`config.mk`:
```
export PLATFORM = sky130hd
export DESIGN_NAME = spi_flash_engine
export DESIGN_NICKNAME = d
export VERILOG_FILES = /design/src/rtl/spi_flash_pkg.sv /design/src/rtl/spi_flash_engine_timer.sv /design/src/rtl/spi_flash_engine.sv
export SDC_FILE = /design/constraint.sdc
export NUM_CORES = 1
export LEC_CHECK = 0
export ABC_AREA = 1
export BUFFER_PORTS_ARGS = -buffer_cell sky130_fd_sc_hd__buf_2
export CORE_MARGIN = 5
export CORE_UTILIZATION = 50
export DETAILED_ROUTE_END_ITERATION = 16
export HOLD_SLACK_MARGIN = 0.1
export PLACE_DENSITY = 0.7
export SETUP_SLACK_MARGIN = 0.4
export SYNTH_ARGS = -nofsm -noshare
export SYNTH_HDL_FRONTEND = slang
export SYNTH_SLANG_ARGS = --single-unit
export TNS_END_PERCENT = 100
```
`constraint.sdc`:
```
create_clock -name p_clk -period 1.5 [get_ports p_clk]
set_input_delay 0.375 -clock p_clk [delete_from_list [all_inputs] [get_ports p_clk]]
set_output_delay 0.375 -clock p_clk [all_outputs]
set_load 0.05 [all_outputs]
```
`src/rtl/spi_flash_pkg.sv`:
```
// Shared opcodes, frame sizes and FSM state encoding
// for the serial SPI NOR-flash engine.
package spi_flash_pkg;

  localparam logic [7:0] OP_READ = 8'h03;
  localparam logic [7:0] OP_PP   = 8'h02;
  localparam logic [7:0] OP_WREN = 8'h06;

  localparam int FRAME_BYTES = 8;
  localparam int FRAME_BITS  = FRAME_BYTES * 8;
  localparam int WREN_BITS   = 8;

  typedef enum logic [2:0] {
    IDLE,
    WREN,
    GAP,
    XFER,
    DONE
  } state_t;

  function automatic logic [63:0] xfer_frame(
    input logic [7:0]  op,
    input logic [23:0] addr,
    input logic [31:0] data
  );
    return {op, addr, data};
  endfunction

endpackage

```
`src/rtl/spi_flash_engine_timer.sv`:
```
// SCLK half-period divider with rise/fall strobes and
// a bit counter; cleared whenever no frame is running.
module spi_bit_timer #(
  parameter int CLK_DIV = 2
) (
  input  logic       clk,
  input  logic       reset,
  input  logic       run,
  output logic       rise,
  output logic       fall,
  output logic [5:0] bit_idx
);

  localparam int HW = (CLK_DIV > 1) ? $clog2(CLK_DIV) : 1;

  logic [HW-1:0] hcnt;
  logic          phase;
  logic          wrap;

  assign wrap = run && (hcnt == HW'(CLK_DIV - 1));
  assign rise = wrap && !phase;
  assign fall = wrap && phase;

  always_ff @(posedge clk) begin
    if (reset || !run) begin
      hcnt    <= '0;
      phase   <= 1'b0;
      bit_idx <= '0;
    end else begin
      hcnt <= wrap ? '0 : hcnt + 1'b1;
      if (wrap)
        phase <= !phase;
      if (fall)
        bit_idx <= bit_idx + 1'b1;
    end
  end

endmodule

```
`src/rtl/spi_flash_engine.sv`:
```
// Word-sized SPI NOR-flash transaction engine: WREN + program
// or a single read frame, SPI mode 0, MSB first.
module spi_flash_engine
  import spi_flash_pkg::*;
#(
  parameter int CLK_DIV = 2,
  parameter int CS_GAP  = 4
) (
  input  logic        p_clk,
  input  logic        p_reset,
  input  logic        req_valid,
  output logic        req_ready,
  input  logic        req_write,
  input  logic [23:0] req_addr,
  input  logic [31:0] req_wdata,
  output logic        rsp_valid,
  output logic [31:0] rsp_rdata,
  output logic        s_clk,
  output logic        s_css,
  output logic        s_mosi,
  input  logic        s_miso
);

  localparam int GW = (CS_GAP > 1) ? $clog2(CS_GAP) : 1;

  state_t        state;
  state_t        state_nxt;
  logic          wr;
  logic [23:0]   addr;
  logic [31:0]   wdata;
  logic [63:0]   tx;
  logic [31:0]   rx;
  logic [GW-1:0] gcnt;
  logic          run;
  logic          rise;
  logic          fall;
  logic [5:0]    bit_idx;
  logic [5:0]    last_idx;
  logic          last;
  logic          accept;
  logic          gap_end;
  logic          xfer_end;

  spi_bit_timer #(
    .CLK_DIV(CLK_DIV)
  ) u_timer (
    .clk    (p_clk),
    .reset  (p_reset),
    .run    (run),
    .rise   (rise),
    .fall   (fall),
    .bit_idx(bit_idx)
  );

  assign run      = !s_css;
  assign last_idx = (state == WREN) ? 6'(WREN_BITS - 1)
                                    : 6'(FRAME_BITS - 1);
  assign last     = fall && (bit_idx == last_idx);
  assign accept   = req_valid && req_ready;
  assign gap_end  = (state == GAP) && (gcnt == GW'(CS_GAP - 1));
  // XFER holds one extra cycle after CS rises before DONE
  assign xfer_end = (state == XFER) && s_css;
  assign s_mosi   = tx[63];

  always_ff @(posedge p_clk) begin
    if (p_reset)
      state <= IDLE;
    else
      state <= state_nxt;
  end

  always_comb begin
    state_nxt = state;
    unique case (state)
      IDLE: begin
        if (req_valid)
          state_nxt = req_write ? WREN : XFER;
      end
      WREN: begin
        if (last)
          state_nxt = GAP;
      end
      GAP: begin
        if (gap_end)
          state_nxt = XFER;
      end
      XFER: begin
        if (xfer_end)
          state_nxt = DONE;
      end
      DONE: begin
        if (req_valid)
          state_nxt = req_write ? WREN : XFER;
        else
          state_nxt = IDLE;
      end
      default: state_nxt = IDLE;
    endcase
  end

  always_comb begin
    req_ready = 1'b0;
    rsp_valid = 1'b0;
    unique case (1'b1)
      state == IDLE: req_ready = 1'b1;
      state == DONE: begin
        req_ready = 1'b1;
        rsp_valid = 1'b1;
      end
      default: ;
    endcase
  end

  always_ff @(posedge p_clk) begin
    if (p_reset) begin
      wr        <= 1'b0;
      addr      <= '0;
      wdata     <= '0;
      tx        <= '0;
      rx        <= '0;
      gcnt      <= '0;
      s_css     <= 1'b1;
      s_clk     <= 1'b0;
      rsp_rdata <= '0;
    end else begin
      if (accept) begin
        wr    <= req_write;
        addr  <= req_addr;
        wdata <= req_wdata;
        s_css <= 1'b0;
        tx    <= req_write
               ? {OP_WREN, 56'h0}
               : xfer_frame(OP_READ, req_addr, 32'h0);
      end else if (gap_end) begin
        s_css <= 1'b0;
        tx    <= xfer_frame(OP_PP, addr, wdata);
      end else begin
        if (fall)
          tx <= {tx[62:0], 1'b0};
        if (last)
          s_css <= 1'b1;
      end

      if (rise)
        s_clk <= 1'b1;
      else if (fall)
        s_clk <= 1'b0;

      if (rise)
        rx <= {rx[30:0], s_miso};

      gcnt <= (state == GAP) ? gcnt + 1'b1 : '0;

      if (xfer_end && !wr)
        rsp_rdata <= rx;
    end
  end

endmodule

```
==> results of run 1 <==
kinds of logic after synthesis:
| kind of cell | Yosys count | synth area share, % |
|---|---|---|
| AOI/OAI and AO/OA | 309 | 19.9 |
| adders and majority gates | 2 | 0.312 |
| buffers and inverters | 175 | 9.29 |
| DFF | 200 | 50.0 |
| and+or+nand+nor | 399 | 20.5 |
cell usage after synthesis, types with 2 or more instances:
master	count
buf_6	5
a211oi_1	3
inv_1	97
nand3_1	36
dfxtp_1	200
nand2_4	3
buf_2	14
o21ai_0	112
buf_4	8
ha_1	2
or2_2	3
nor2_4	2
nor3_1	3
nor2_1	154
a31oi_1	2
o21ai_1	12
o22ai_1	24
a21oi_1	153
inv_2	5
clkbuf_1	44
nand2_1	190
through the flow:
| stage | power, uW | instance area, um2 | cells |
|---|---|---|---|
| floorplan | 9890 | 8180 | 1085 |
| global placement | 10900 | 8950 | 1367 |
| detailed placement | 10900 | 8950 | 1367 |
| CTS | 17500 | 10900 | 1437 |
| global route | 22000 | 13400 | 1497 |
| finish | 21400 | 13400 | 1497 |
layout make-up:
class	instances	area share [%]
timing repair inverter	2	0.205
sequential	200	30.4
clock inverter	13	1.61
clock buffer	19	3.30
inverter	103	3.39
timing repair buffer	234	22.2
tap	216	2.01
multi-input combinational	710	36.8
registers in the layout (all words and copies together) (netlist names):
signal,cells
s_css,1
u_timer.bit_idx,6
addr,24
u_timer.phase,1
wr,1
rx,32
wdata,32
gcnt,2
state,3
u_timer.hcnt,1
rsp_rdata,32
tx,64
s_clk,1
per-layer routing:
layer | track usage (%) | wire length [um]
met1 | 29.7 | 12600
met4 | 8.73 | 2410
met2 | 38.6 | 16500
met5 | 0 | 0
met3 | 4.71 | 2910
cells in the final DEF (no fill, tap or decap), types with 12 or more instances in the layout:
cell,count
nand2_4,33
nor2_2,14
o21ai_2,50
buf_12,28
inv_2,13
dfxtp_4,14
nor2_1,97
nand2_2,27
buf_2,60
buf_8,45
o21ai_0,26
nand3_2,12
buf_6,32
buf_4,39
a21oi_2,91
clkbuf_16,31
inv_1,83
a21oi_1,61
nor2_4,46
nand3_1,20
dfxtp_2,26
dfxtp_1,160
buf_16,14
nand2_1,131
o21ai_1,40
how the worst max path moves through the flow:
stage	from	end	slack [ps]	depth (start not counted)
6_report	state[2]	rsp_rdata[20]	-280	10
5_1_grt	state[1]	tx[4]	-300	8
4_1_cts	state[0]	rsp_valid	-140	4
3_5_place_dp	state[1]	tx[54]	-80	8
3_3_place_gp	state[1]	tx[51]	-20	8
2_1_floorplan	state[0]	rsp_valid	40	3
critical path, delay by kind of cell (launching register included):
kind	cells	cell delay (ps)
buffers and inverters	6	720
flip-flops	1	350
AND/OR/NAND/NOR	4	630
power by group through the flow:
stage / clock [uW] / sequential [uW] / combinational [uW]
finish: 5250 / 6800 / 9340
floorplan: 0 / 7070 / 2820
global placement: 0 / 6560 / 4300
detailed placement: 0 / 6570 / 4350
CTS: 5140 / 6530 / 5870
global route: 5460 / 6830 / 9670
timing repair:
action,CTS,global route
hold endpoints to repair,0,0
pin swaps,19,104
buffers inserted,22,38
endpoints found under the setup margin,232,235
cloned,16,22
resized for setup,213,522
==> results by group, run 1 <==
Route
  – WL/cell: 23.0 um
  – Drt drc: 0
  – Via count: 9178
  – Final ANT Viol Nets: 0
  – Final WL: 34500 um
  – Via/cell ratio: 6.13
  – 1st-iter DRT viols: 1025
  – DRT Pass-1 Iters: 6

Power and ir drop
  – Comb power frac: 43.6%
  – Switching power: 8000 uW
  – Sequential Power Share: 31.8%
  – Switching share of total power: 37.4%
  – Cell Int Power: 13400 uW
  – Clock Power Share: 24.5%
  – Static Leak: 0.00511 uW
  – Max IR drop VDD: 0.00113 V
  – P per Cell Area: 1590 nW/um2

Setup path
  – Most frequent CP cell: buf_12
  – Crit start category: register
  – Reg2reg end: rsp_rdata[20]
  – Slowest library cell on the worst path: dfxtp_2
  – Worst stage delay on the critical path: 350 ps
  – Crit path required time: 1860 ps
  – Crit path kind: register to register
  – FF-to-FF path depth: 10
  – Crit Path Max Fanout: 8
  – R2R setup slack: -280 ps
  – Critical Path AT: 2140 ps
  – Reg2Reg Launch Point: state[2]
  – Crit end category: register
  – Critical path cell sequence: buf_6, buf_6, nor3_4, nand3_4, buf_12, inv_12, buf_12, buf_12, nor2_1, nor2_1

Die
  – Number of cell rows: 46
  – Chip Height: 137 um
  – Die width: 137 um
  – I/O pin count: 98
  – Initial Util: 50.6%
  – Core box area: 15800 um2
  – Die Area: 18700 um2

Synthesis
  – FF+latch count, synth: 200
  – Synthesized cell area: 8010 um2
  – Synthesized net count: 1148
  – Post-synth top flop: dfxtp_1
  – Dominant cell type by area after synthesis: dfxtp_1
  – Post-synth ARST share: 0%
  – Synth unique cells: 34
  – Largest cells by area after synthesis: dfxtp_1 50%, a21oi_1 9.6%, nand2_1 8.9%, nor2_1 7.2%, o21ai_0 7.0%
  – Sequential area share after synthesis: 50.0%
  – Syn Inst Count: 1085
  – Top cell type's share of synthesized area: 50.0%
  – Post-synth EDFFs: 0
  – Post-Syn Area per Cell: 7.38 um2
  – Synth warnings: 0

Timing
  – Final Max Tran Viols: 0
  – Final Hold Viols: 0
  – Setup TNS: -15240 ps
  – Final Cycle Share: 119%
  – Skew final: 13.0 ps
  – Fmax: 0.561 GHz
  – Slew margin rel.: 69.9%
  – Worst Hold Slack: 187 ps
  – Min Tclk post-route: 1780 ps
  – # setup viols final: 101
  – Setup ws final: -282 ps
  – RSZ-0062 raised after global routing: true
  – Worst slew pin tran: 451 ps

CTS
  – Longest Clk Path Bufs: 2
  – Num CTS Buffers: 17
  – Hold-fix buffer count after cts: 0
  – CTS tree: yes
  – CTS clk-pin slew, worst paths: 70 ps
  – H-tree depth: 4
  – Clk Latency, worst-skew pair: 450 ps
  – CTS Sinks: 200
  – Root Buffer Master: clkbuf_16

Place
  – Dpl ws: -76.4 ps
  – Routability Congestion: 0.771
  – Dpl hpwl: 11300 um
  – Port-buffer cells: 97

Global route
  – Initial antenna violation count: 0
  – First-pass GRT wire length: 34700 um
  – Number of global-route vias before repair: 7193
  – Gr usage total: 23.2%
  – Grt ovf: 0
  – Largest net degree at the start of global routing: 69

Min path
  – WHS Path Cells: 3
  – Hold Path End: wdata[19]
  – HP Class: input port to register
  – Min-delay src: req_wdata[19]

Finish
  – Final Core Density: 84.9%
  – Area growth, synth to finish: 67.8%
  – Final #Nets: 1331
  – Multi-input gate area: 4950 um2
  – # diodes: 0
  – Fill cell count: 709
  – Register area: 4090 um2
  – Layout cells sized above 1: 50.7%

Run
  – Max Cap Violations: 0

Status
  – Status: finished with violations
  – Violated checks: setup timing
(Power assumes the default switching activity.)
==> run 2, diff against run 1 <==
--- a/config.mk
+++ b/config.mk
@@ -8,10 +8,10 @@
 export ABC_AREA = 1
 export BUFFER_PORTS_ARGS = -buffer_cell sky130_fd_sc_hd__buf_2
 export CORE_MARGIN = 5
-export CORE_UTILIZATION = 50
+export CORE_UTILIZATION = 58
 export DETAILED_ROUTE_END_ITERATION = 16
 export HOLD_SLACK_MARGIN = 0.1
-export PLACE_DENSITY = 0.7
+export PLACE_DENSITY_LB_ADDON = 0.25
 export SETUP_SLACK_MARGIN = 0.4
 export SYNTH_ARGS = -nofsm -noshare
 export SYNTH_HDL_FRONTEND = slang
==> run 2 against run 1 <==
The flow now stops in global routing (5_1_grt). Synthesized area stayed put. Synthesized cell count is the same.
==> results by group, run 2 <==
Status
  – Status: stopped before the end (was finished with violations)
  – Failing step: global routing (5_1_grt)
  – Error msg: [ERROR DPL-0038] Utilization greater than 100%, impossible to legalize

Synthesis
  – Synth warnings: 0 (unchanged)
  – Dominant cell type by area after synthesis: dfxtp_1 (unchanged)
  – Xor/xnor share of the synthesized area: 0% (unchanged)
  – Compound-Gate Fraction of Synth Area: 19.9% (unchanged)
  – Post-synth EDFFs: 0 (unchanged)
  – Post-Synth Simple-Gate Area: 20.5% (unchanged)
  – Synth unique cells: 34 (unchanged)
  – Largest family of logic cells by synthesized area: simple AND/OR/NAND/NOR gates (unchanged)
  – Top cell type's share of synthesized area: 50.0% (unchanged)
  – Synth Area in Adders: 0.312% (unchanged)
  – Sequential area share after synthesis: 50.0% (unchanged)
  – Largest cells by area after synthesis: dfxtp_1 50%, a21oi_1 9.6%, nand2_1 8.9%, nor2_1 7.2%, o21ai_0 7.0% (unchanged)
  – Post-synth ARST share: 0% (unchanged)
  – FF+latch count, synth: 200 (unchanged)
  – Post-synth top cells: 200 x dfxtp_1, 190 x nand2_1, 154 x nor2_1 (unchanged)
  – Post-synthesis mux area share: 0% (unchanged)
  – Synthesized cell area: 8010 um2 (unchanged)
  – Post-Syn Area per Cell: 7.38 um2 (unchanged)
  – Post-synth top flop: dfxtp_1 (unchanged)
  – Most numerous cell in the Yosys netlist: dfxtp_1 (unchanged)
  – Syn Inst Count: 1085 (unchanged)
  – Synthesized net count: 1148 (unchanged)

Timing
  – GRT worst endpoint: rsp_valid
  – Worst EP Category: output port

CTS
  – Root Buffer Master: clkbuf_16 (unchanged)
  – Longest Clk Path Bufs: 2 (unchanged)
  – Hold-fix buffer count after cts: 0 (unchanged)
  – Num CTS Buffers: 17 (unchanged)
  – H-tree depth: 4 (unchanged)
  – CTS Sinks: 200 (unchanged)

Die
  – Initial Util: 58.4% (was 50.6%)
  – I/O pin count: 98 (unchanged)
  – Die width: 128 um (was 137 um)
  – Chip Height: 128 um (was 137 um)
  – Number of cell rows: 43 (was 46)

Place
  – DP Cell Count: 1326 (was 1367)
  – Dpl ws: -28.4 ps (was -76.4 ps)
  – Routability Congestion: 0.826 (was 0.771)
  – Dpl hpwl: 11000 um (was 11300 um)
  – Port-buffer cells: 97 (unchanged)

Global route
  – Largest net degree at the start of global routing: 79
run 2: metrics by stage:
| step | hold slack [ps] | TNS (ps) | cell area [um2] | util (%) |
|---|---|---|---|---|
| floorplan | 393 | 0 | 8180 | - |
| global placement | 400 | 0 | 8880 | 64.7 |
| detailed placement | 404 | -56.9 | 8880 | 64.7 |
| CTS | 183 | -7600 | 12300 | 89.9 |
run 2: repair_timing:
item / CTS
setup endpoints to repair: 230
buffers inserted: 49
gates resized for setup: 511
pin swaps: 70
gates cloned: 31
run 2: logic make-up after synthesis:
| group | count (synthesis) |
|---|---|
| simple gates | 399 |
| fa+ha+maj | 2 |
| buf+inv | 175 |
| compound gates | 309 |
| flops | 200 |
==> run 3, diff against run 2 <==
--- a/config.mk
+++ b/config.mk
@@ -8,11 +8,9 @@
 export ABC_AREA = 1
 export BUFFER_PORTS_ARGS = -buffer_cell sky130_fd_sc_hd__buf_2
 export CORE_MARGIN = 5
-export CORE_UTILIZATION = 58
+export CORE_UTILIZATION = 40
 export DETAILED_ROUTE_END_ITERATION = 16
-export HOLD_SLACK_MARGIN = 0.1
-export PLACE_DENSITY_LB_ADDON = 0.25
-export SETUP_SLACK_MARGIN = 0.4
+export PLACE_DENSITY_LB_ADDON = 0.15
 export SYNTH_ARGS = -nofsm -noshare
 export SYNTH_HDL_FRONTEND = slang
 export SYNTH_SLANG_ARGS = --single-unit
==> run 3 against run 2 <==
The flow now finishes, with violations (setup timing).
==> results by group, run 3 (same netlist as run 1, synthesis figures left out) <==
Die
  – Die Area: 23000 um2
  – Initial Util: 40.9% (was 58.4%)
  – Core box area: 19600 um2
  – Number of cell rows: 51 (was 43)
  – Chip Height: 152 um (was 128 um)
  – Die width: 152 um (was 128 um)
  – I/O pin count: 98 (unchanged)

Min path
  – HP Class: input port to register
  – WHS Path Cells: 3

Timing
  – Setup ws final: -197 ps
  – # setup viols final: 69
  – Final Cycle Share: 113%
  – Fmax: 0.589 GHz
  – RSZ-0062 raised after global routing: true
  – Final Hold Viols: 0
  – Skew final: 12.4 ps
  – Setup TNS: -5370 ps
  – Slew margin rel.: 74.4%
  – Final Max Tran Viols: 0
  – Min Tclk post-route: 1700 ps
  – Worst slew pin tran: 385 ps

Finish
  – Post-route design area: 10600 um2
  – Most frequent cells in the layout: 196 x dfxtp_1, 172 x nand2_1, 123 x a21oi_1
  – Max reg flops: 64
  – # diodes: 0
  – Layout cells sized above 1: 27.6%
  – Area growth, synth to finish: 32.9%
  – Most flops, register: tx
  – Final #Nets: 1259
  – Final Core Density: 54.3%
  – Commonest non-fill, non-tap cell in the layout: dfxtp_1

Route
  – Drt drc: 0
  – WL/cell: 13.9 um
  – Metal-1 WL: 9920 um
  – Met2 wire length: 9460 um
  – Final ANT Viol Nets: 0
  – Via/cell ratio: 4.92
  – DRT Pass-1 Iters: 5
  – Max Used Layer: met5
  – Via count: 7246
  – Final WL: 20500 um
  – WL met3: 837 um
  – 1st-iter DRT viols: 430

Status
  – Status: finished with violations (was stopped before the end)
  – Violated checks: setup timing

Power and ir drop
  – Cell Int Power: 11200 uW
  – Switching share of total power: 36.0%
  – Max IR drop VDD: 0.000977 V
  – Clock Power Share: 26.2%
  – Comb power frac: 36.4%
  – P per Cell Area: 1640 nW/um2
  – Sequential Power Share: 37.4%
  – Static Leak: 0.00410 uW
  – Switching power: 6260 uW

Setup path
  – Crit Path Max Fanout: 3
  – Crit path required time: 1120 ps
  – Critical Path AT: 1320 ps
  – FF-to-FF path depth: 10
  – Crit path kind: register to output port
  – Slowest library cell on the worst path: dfxtp_4
  – Worst stage delay on the critical path: 360 ps
  – Most frequent CP cell: nor2_4
  – Crit start category: register
  – Crit end category: output port
  – Critical path cell sequence: nor2_4, buf_4, inv_2, nor2_4, buf_6

Place
  – Port-buffer cells: 97 (unchanged)
  – Dpl hpwl: 12200 um (was 11000 um)
  – Routability Congestion: 0.745 (was 0.826)
  – Placed instance area: 8970 um2 (was 8880 um2)
  – Dpl ws: -151 ps (was -28.4 ps)

Global route
  – First-pass GRT wire length: 32500 um
  – Largest net degree at the start of global routing: 74
  – Number of global-route vias before repair: 6636
  – Initial antenna violation count: 2
  – Gr usage total: 17.4%
  – Grt ovf: 0

Run
  – Max Cap Violations: 0

CTS
  – Clk Latency, worst-skew pair: 440 ps
  – CTS tree: yes
  – Root Buffer Master: clkbuf_16 (unchanged)
  – Num CTS Buffers: 17 (unchanged)
  – CTS clk-pin slew, worst paths: 70 ps
  – CTS Sinks: 200 (unchanged)
  – Longest Clk Path Bufs: 2 (unchanged)
  – Hold-fix buffer count after cts: 0 (unchanged)
  – H-tree depth: 4 (unchanged)
-- run 3: area by class of cell --
class	count	area [um2]
fill	1847	8950
sequential	200	4010
multi-input combinational	710	3760
timing repair buffer	163	1500
inverter	103	435
clock buffer	17	425
tap	265	332
clock inverter	15	160
timing repair inverter	1	11.3
-- run 3: power groups by stage --
stage	registers [uW]	clock network [uW]	logic, uW
2_1_floorplan	7050	0	2650
3_3_place_gp	6560	0	4260
3_5_place_dp	6570	0	4290
4_1_cts	6470	4670	5150
5_1_grt	6600	4930	6890
6_report	6510	4560	6350
-- run 3: through the flow --
stage / instances / total power (uW) / hold slack (ps)
CTS: 1460 / 16300 / 179
global route: 1474 / 18400 / 186
floorplan: 1085 / 9700 / 393
detailed placement: 1416 / 10900 / 401
global placement: 1416 / 10800 / 402
finish: 1474 / 17400 / 193
-- run 3: per-layer routing --
metal / GRT usage [%] / vias to the layer above
met4: 4.90 / 4
met3: 4.05 / 24
met2: 27.8 / 123
met1: 23.7 / 3354
li1: - / 3741
met5: 0 / -
-- run 3: path summary, 6_finish.rpt --
path | to | start | slack [ps]
hold reg to reg | u_timer.hcnt | u_timer.hcnt | 420
setup / recovery | rsp_valid | state[0] | -200
setup reg to reg | tx[11] | state[0] | -140
hold / removal | wdata[31] | req_wdata[31] | 190
-- run 3: worst max-delay path, delay by kind of cell (launching register included) --
family | cells | cell delay [ps]
flops | 1 | 360
buf+inv | 3 | 320
simple gates | 2 | 210
-- run 3: what timing repair did --
item | CTS | global route
buffers inserted | 8 | 8
pin swaps | 10 | 36
cloned | 4 | 8
resized for setup | 58 | 155
endpoints found under the setup margin | 61 | 120
